==> src/rtl/riscv_mc_pkg.sv <==
// riscv_mc_pkg: opcodes, FSM states and datapath select codes for the multi-cycle RV32I controller
package riscv_mc_pkg;

    localparam logic [6:0] OP_LOAD   = 7'b0000011;
    localparam logic [6:0] OP_STORE  = 7'b0100011;
    localparam logic [6:0] OP_RTYPE  = 7'b0110011;
    localparam logic [6:0] OP_ITYPE  = 7'b0010011;
    localparam logic [6:0] OP_BRANCH = 7'b1100011;
    localparam logic [6:0] OP_JAL    = 7'b1101111;
    localparam logic [6:0] OP_JALR   = 7'b1100111;
    localparam logic [6:0] OP_LUI    = 7'b0110111;

    typedef enum logic [3:0] {
        S_FETCH, S_DECODE, S_MEMADR, S_MEMREAD, S_MEMWB, S_MEMWRITE, S_EXECR, S_EXECI,
        S_ALUWB, S_BRANCH, S_JAL, S_JALR, S_JALRPC, S_LUI, S_HALT
    } state_t;

    localparam logic [2:0] ALU_ADD = 3'b000;
    localparam logic [2:0] ALU_SUB = 3'b001;
    localparam logic [2:0] ALU_AND = 3'b010;
    localparam logic [2:0] ALU_OR  = 3'b011;
    localparam logic [2:0] ALU_SLT = 3'b100;
    localparam logic [2:0] ALU_XOR = 3'b101;

    localparam logic [2:0] IMM_I = 3'b000;
    localparam logic [2:0] IMM_S = 3'b001;
    localparam logic [2:0] IMM_B = 3'b010;
    localparam logic [2:0] IMM_J = 3'b011;
    localparam logic [2:0] IMM_U = 3'b100;

    localparam logic [1:0] RES_ALUOUT    = 2'b00;
    localparam logic [1:0] RES_DATA      = 2'b01;
    localparam logic [1:0] RES_ALURESULT = 2'b10;
    localparam logic [1:0] RES_IMMEXT    = 2'b11;

    localparam logic [1:0] SRCA_PC    = 2'b00;
    localparam logic [1:0] SRCA_OLDPC = 2'b01;
    localparam logic [1:0] SRCA_A     = 2'b10;

    localparam logic [1:0] SRCB_B    = 2'b00;
    localparam logic [1:0] SRCB_IMM  = 2'b01;
    localparam logic [1:0] SRCB_FOUR = 2'b10;

    function automatic logic [2:0] imm_src_of(input logic [6:0] op);
        return (op == OP_STORE)  ? IMM_S :
               (op == OP_BRANCH) ? IMM_B :
               (op == OP_JAL)    ? IMM_J :
               (op == OP_LUI)    ? IMM_U : IMM_I;
    endfunction

endpackage

==> src/rtl/mc_alu_decoder.sv <==
// mc_alu_decoder: maps func3/func7[5] to ALUControl and flags func3 values the datapath cannot execute
module mc_alu_decoder
    import riscv_mc_pkg::*;
(
    input  logic [2:0] func3,
    input  logic       func7_5,
    input  logic       is_rtype,
    output logic [2:0] alu_control,
    output logic       bad_funct
);

    always_comb begin
        alu_control = ALU_ADD;
        bad_funct   = 1'b0;
        case (func3)
            3'b000:  alu_control = (is_rtype && func7_5) ? ALU_SUB : ALU_ADD;
            3'b010:  alu_control = ALU_SLT;
            3'b100:  alu_control = ALU_XOR;
            3'b110:  alu_control = ALU_OR;
            3'b111:  alu_control = ALU_AND;
            default: bad_funct = 1'b1;
        endcase
    end

endmodule

==> src/rtl/multicycle_controller.sv <==
// multicycle_controller: main control FSM of the multi-cycle RV32I datapath.
// Define MC_ILLEGAL_TRAP_EN to add the illegal output and a HALT state for bad instructions.
module multicycle_controller
    import riscv_mc_pkg::*;
(
    input  logic       clk,
    input  logic       rst,
    input  logic [6:0] opcode,
    input  logic [2:0] func3,
    input  logic [6:0] func7,
    input  logic       zero,
    input  logic       negative,
    output logic       PCWrite,
    output logic       AdrSrc,
    output logic       MemWrite,
    output logic       IRWrite,
    output logic       RegWrite,
    output logic [1:0] ResultSrc,
    output logic [1:0] ALUSrcA,
    output logic [1:0] ALUSrcB,
    output logic [2:0] ImmSrc,
    output logic [2:0] ALUControl
`ifdef MC_ILLEGAL_TRAP_EN
    ,
    output logic       illegal
`endif
);

    state_t     state_q, state_d;
    logic [2:0] alu_dec;
    logic       bad_funct;

    mc_alu_decoder u_alu_dec (
        .func3      (func3),
        .func7_5    (func7[5]),
        .is_rtype   (opcode == OP_RTYPE),
        .alu_control(alu_dec),
        .bad_funct  (bad_funct)
    );

`ifdef MC_ILLEGAL_TRAP_EN
    localparam state_t S_UNKNOWN = S_HALT;
    logic bad_f3;
    assign bad_f3 = (bad_funct && (opcode == OP_RTYPE || opcode == OP_ITYPE)) ||
                    (opcode == OP_BRANCH && func3 != 3'b000 && func3 != 3'b001 &&
                     func3 != 3'b100 && func3 != 3'b101);
`else
    localparam state_t S_UNKNOWN = S_FETCH;
    // Without the trap an unsupported func3 simply executes as add.
    logic unused_bad_funct;
    assign unused_bad_funct = bad_funct;
`endif

    always_ff @(posedge clk) begin
        if (rst) state_q <= S_FETCH;
        else     state_q <= state_d;
    end

    always_comb begin
        state_d    = state_q;
        PCWrite    = 1'b0;
        AdrSrc     = 1'b0;
        MemWrite   = 1'b0;
        IRWrite    = 1'b0;
        RegWrite   = 1'b0;
        ResultSrc  = RES_ALUOUT;
        ALUSrcA    = SRCA_PC;
        ALUSrcB    = SRCB_B;
        ImmSrc     = IMM_I;
        ALUControl = ALU_ADD;
`ifdef MC_ILLEGAL_TRAP_EN
        illegal    = 1'b0;
`endif
        case (state_q)
            S_FETCH: begin
                IRWrite   = 1'b1;
                PCWrite   = 1'b1;
                ALUSrcB   = SRCB_FOUR;
                ResultSrc = RES_ALURESULT;
                state_d   = S_DECODE;
            end
            S_DECODE: begin
                ALUSrcA = SRCA_OLDPC;
                ALUSrcB = SRCB_IMM;
                ImmSrc  = imm_src_of(opcode);
                case (opcode)
                    OP_LOAD, OP_STORE: state_d = S_MEMADR;
                    OP_RTYPE:          state_d = S_EXECR;
                    OP_ITYPE:          state_d = S_EXECI;
                    OP_BRANCH:         state_d = S_BRANCH;
                    OP_JAL:            state_d = S_JAL;
                    OP_JALR:           state_d = S_JALR;
                    OP_LUI:            state_d = S_LUI;
                    default:           state_d = S_UNKNOWN;
                endcase
`ifdef MC_ILLEGAL_TRAP_EN
                if (bad_f3) state_d = S_HALT;
`endif
            end
            S_MEMADR: begin
                ALUSrcA = SRCA_A;
                ALUSrcB = SRCB_IMM;
                state_d = (opcode == OP_LOAD) ? S_MEMREAD : S_MEMWRITE;
            end
            S_MEMREAD: begin
                AdrSrc  = 1'b1;
                state_d = S_MEMWB;
            end
            S_MEMWB: begin
                ResultSrc = RES_DATA;
                RegWrite  = 1'b1;
                state_d   = S_FETCH;
            end
            S_MEMWRITE: begin
                AdrSrc   = 1'b1;
                MemWrite = 1'b1;
                state_d  = S_FETCH;
            end
            S_EXECR: begin
                ALUSrcA    = SRCA_A;
                ALUControl = alu_dec;
                state_d    = S_ALUWB;
            end
            S_EXECI: begin
                ALUSrcA    = SRCA_A;
                ALUSrcB    = SRCB_IMM;
                ALUControl = alu_dec;
                state_d    = S_ALUWB;
            end
            S_ALUWB: begin
                RegWrite = 1'b1;
                state_d  = S_FETCH;
            end
            S_BRANCH: begin
                ALUSrcA    = SRCA_A;
                ALUControl = ALU_SUB;
                PCWrite    = (func3 == 3'b000) ? zero :
                             (func3 == 3'b001) ? ~zero :
                             (func3 == 3'b100) ? negative :
                             (func3 == 3'b101) ? ~negative : 1'b0;
                state_d    = S_FETCH;
            end
            S_JAL, S_JALRPC: begin
                ALUSrcA = SRCA_OLDPC;
                ALUSrcB = SRCB_FOUR;
                PCWrite = 1'b1;
                state_d = S_ALUWB;
            end
            S_JALR: begin
                ALUSrcA = SRCA_A;
                ALUSrcB = SRCB_IMM;
                state_d = S_JALRPC;
            end
            S_LUI: begin
                ImmSrc    = IMM_U;
                ResultSrc = RES_IMMEXT;
                RegWrite  = 1'b1;
                state_d   = S_FETCH;
            end
`ifdef MC_ILLEGAL_TRAP_EN
            S_HALT: illegal = 1'b1;
`endif
            default: state_d = S_FETCH;
        endcase
        // Nothing may write while reset is held, whatever state we were in.
        if (rst) begin
            PCWrite    = 1'b0;
            AdrSrc     = 1'b0;
            MemWrite   = 1'b0;
            IRWrite    = 1'b0;
            RegWrite   = 1'b0;
            ResultSrc  = RES_ALUOUT;
            ALUSrcA    = SRCA_PC;
            ALUSrcB    = SRCB_B;
            ImmSrc     = IMM_I;
            ALUControl = ALU_ADD;
`ifdef MC_ILLEGAL_TRAP_EN
            illegal    = 1'b0;
`endif
        end
    end

endmodule

==> config.mk <==
export PLATFORM = sky130hd
export DESIGN_NAME = multicycle_controller
export DESIGN_NICKNAME = d
export VERILOG_FILES = /design/src/rtl/riscv_mc_pkg.sv /design/src/rtl/mc_alu_decoder.sv /design/src/rtl/multicycle_controller.sv
export SDC_FILE = /design/constraint.sdc
export NUM_CORES = 1
export LEC_CHECK = 0
export BUFFER_PORTS_ARGS = -buffer_cell sky130_fd_sc_hd__buf_2
export CAP_MARGIN = 5
export CORE_UTILIZATION = 42
export CTS_BUF_LIST = sky130_fd_sc_hd__clkbuf_8
export DETAILED_ROUTE_END_ITERATION = 8
export PLACE_DENSITY = 0.83
export SLEW_MARGIN = 20
export SYNTH_ARGS = -nofsm -noshare
export SYNTH_HDL_FRONTEND = slang
export SYNTH_SLANG_ARGS = --single-unit
export TNS_END_PERCENT = 100
==> constraint.sdc <==
create_clock -name clk -period 1.2 [get_ports clk]
set_input_delay 0.12 -clock clk [delete_from_list [all_inputs] [get_ports clk]]
set_output_delay 0.12 -clock clk [all_outputs]
set_load 0.005 [all_outputs]
==> run summary <==
DR vias = 1455
Routed WL = 5320 um
Worst-Skew Late Latency = 0.23 ns
Min-delay src = rst
Netlist Area Pre-Place = 758 sq um
H-Tree Depth = 1
Primary FF master, synth = dfxtp_1
Slew @ Worst Pin = 0.488 ns
Status = complete, but fails checks
Die X = 44.5 um
Vias in the first global route = 1338
Grt total ovfl = 0
Highest Clock Rate = 556 MHz
Fillers = 50
Top post-synthesis cells by count = a21oi_1, nor2_1, nor3_1
WP data arrival = 1.68 ns
Clock slew at reported path FFs = 0.03 ns
Startpoint type of the worst setup path = flop
Req. time, crit path = 1.08 ns
CTS sink cnt = 4
Count of pins over their slew limit = 0
Mean number of vias per cell = 7.39
Initial detailed-routing violation count = 129
Ant. Diodes = 0
Share of layout cells above drive strength 1 = 0.671
Leading cell type by number of instances after synthesis = a21oi_1
R2r worst-path depth = 5
Final HPWL DP = 1950 um
First-pass GRT wire length = 6840 um
FFs w/ async S/R, synth = 0
Core Area = 0.00159 sq mm
Pwr Density = 537 mW/mm^2
Failing checks = setup timing
Area Overhead vs Synth = 96.9%
Syn nets = 128
CP max FO = 2
Critical path type = reg2out
Max Cap Viol = 0
Antenna-violating nets left = 0
Worst hold path class = in2reg
Clk buf depth = 2
Mean area per synthesized cell = 7.09 sq um
Drt drc = 0
I/O pins = 38
Unrepaired setup endpoints after global routing = yes
Worst setup margin = -0.600 ns
Antenna violations before repair = 0
GP Congestion = 0.825
R2R Path Start = state_q[0]
Seq/Total Area, Yosys = 0.106
1st-pass router iterations = 8
Multi-input gate area = 768 sq um
Synth top area share = 0.106
Biggest register = state_q
Reg2reg end = state_q[3]
CTS tree = built
Net count reported at finish = 196
Die Height = 44.5 um
Fin crit period = 1.80 ns
CTS root buffer = clkbuf_8
Global Route Usage Sum = 0.487
VDD IR max = 0.000380 V
Setup violations, final = 21
CP Capture Type = primary output
LEAKAGE = 0.000651 uW
Syn. warnings = 0
Initial Util = 0.476
Skew final = 0.000973 ns
Number of synthesized register bits = 4
Layout Cells excl Fill = 197
Rows = 14
Wire length per cell = 27.0 um
Worst hold path depth = 3
Final Hold Viols = 0
Die area = 0.00198 sq mm
Num CTS Buffers = 3
Largest net degree at the start of global routing = 17
Worst relative slew slack = 0.672
TNS Setup = -8.12 ns
Hold Path End = state_q[1]
Final period util = 1.50
R2r setup slk = -0.42 ns
Regs by FF count = state_q: 4 flops
Dpl cells = 181
Top cells by area, synth = dfxtp_1, a21oi_1, nor3_1, buf_6, nor2_1
FF/Latch Area = 90.1 sq um
# port buffers = 31
Largest register FFs = 4
Gate count of the mapped netlist = 107
Cell taking the most area after synthesis = dfxtp_1
Synth cell types = 42
Post-synth EDFFs = 0
## stage by stage
step	hold WS, ns	utilization	area (sq um)	setup WS [ns]	power [uW]
4_1_cts	0.345	0.893	1420	-0.409	742
5_1_grt	0.406	0.936	1490	-0.542	812
3_3_place_gp	0.509	0.688	1100	-0.206	359
3_5_place_dp	0.527	0.688	1100	-0.250	370
6_report	0.415	0.936	1490	-0.600	801
2_1_floorplan	0.265	-	774	-0.138	265
## metal layers
metal	track usage	wire, um	vias to the layer above
li1	-	-	532
met1	0.556	1660	648
met2	0.732	2190	200
met3	0.200	849	75
met4	0.339	620	0
met5	0	0	-
## how the worst max path moves through the flow
stage	from	cells after the start	slack (ns)	end
3_5_place_dp	state_q[0]	5	-0.25	ImmSrc[1]
5_1_grt	state_q[0]	5	-0.54	ImmSrc[0]
4_1_cts	state_q[0]	5	-0.41	ImmSrc[1]
6_report	state_q[0]	5	-0.60	ImmSrc[0]
3_3_place_gp	state_q[0]	5	-0.21	ImmSrc[0]
2_1_floorplan	state_q[0]	4	-0.14	ImmSrc[1]
## power breakdown
part           switching [uW]  leakage [uW]  internal [uW]  total (uW)
sequential               4.49     0.0000349            134         139
combinational             194      0.000595            165         360
clock                    87.7     0.0000216            215         303
total                     286      0.000651            515         801
## layout make-up
class	instances	area share
Sequential cell	4	0.0604
Multi-Input combinational cell	89	0.515
Tap cell	24	0.0201
Timing Repair Buffer	72	0.363
Inverter	5	0.0142
Clock buffer	3	0.0277
## critical path: stages (launching register included)
cell and delay, ns:
dfxtp_2 0.34, or3b_4 0.40, nor4_4 0.20, nand2_2 0.12, a211oi_2 0.21, buf_2 0.17
## cells in the final DEF (no fill, tap or decap), types with 3 or more instances in the layout
cell type  instances
buf_4             32
buf_2             31
a21oi_1           10
nor3_2             6
nor2_1             6
nand2_1            5
buf_6              5
inv_1              4
xor2_1             3
a21oi_2            3
nor3_4             3
nor2_2             3
clkbuf_8           3
## logic make-up after synthesis
| group | share of synthesized area |
|---|---|
| AO/OA/AOI/OAI | 0.241 |
| XOR/XNOR | 0.0809 |
| buffers and inverters | 0.137 |
| flip-flops | 0.106 |
| multiplexers | 0.0132 |
| AND/OR/NAND/NOR | 0.422 |
## timing repair
item	in CTS	in global routing
gates resized for setup	37	15
pin swaps	17	4
gates cloned	2	0
hold buffers	0	0
buffers inserted	11	1
endpoints found under the setup margin	20	21
No activity file was read; power rests on OpenSTA's default activity.
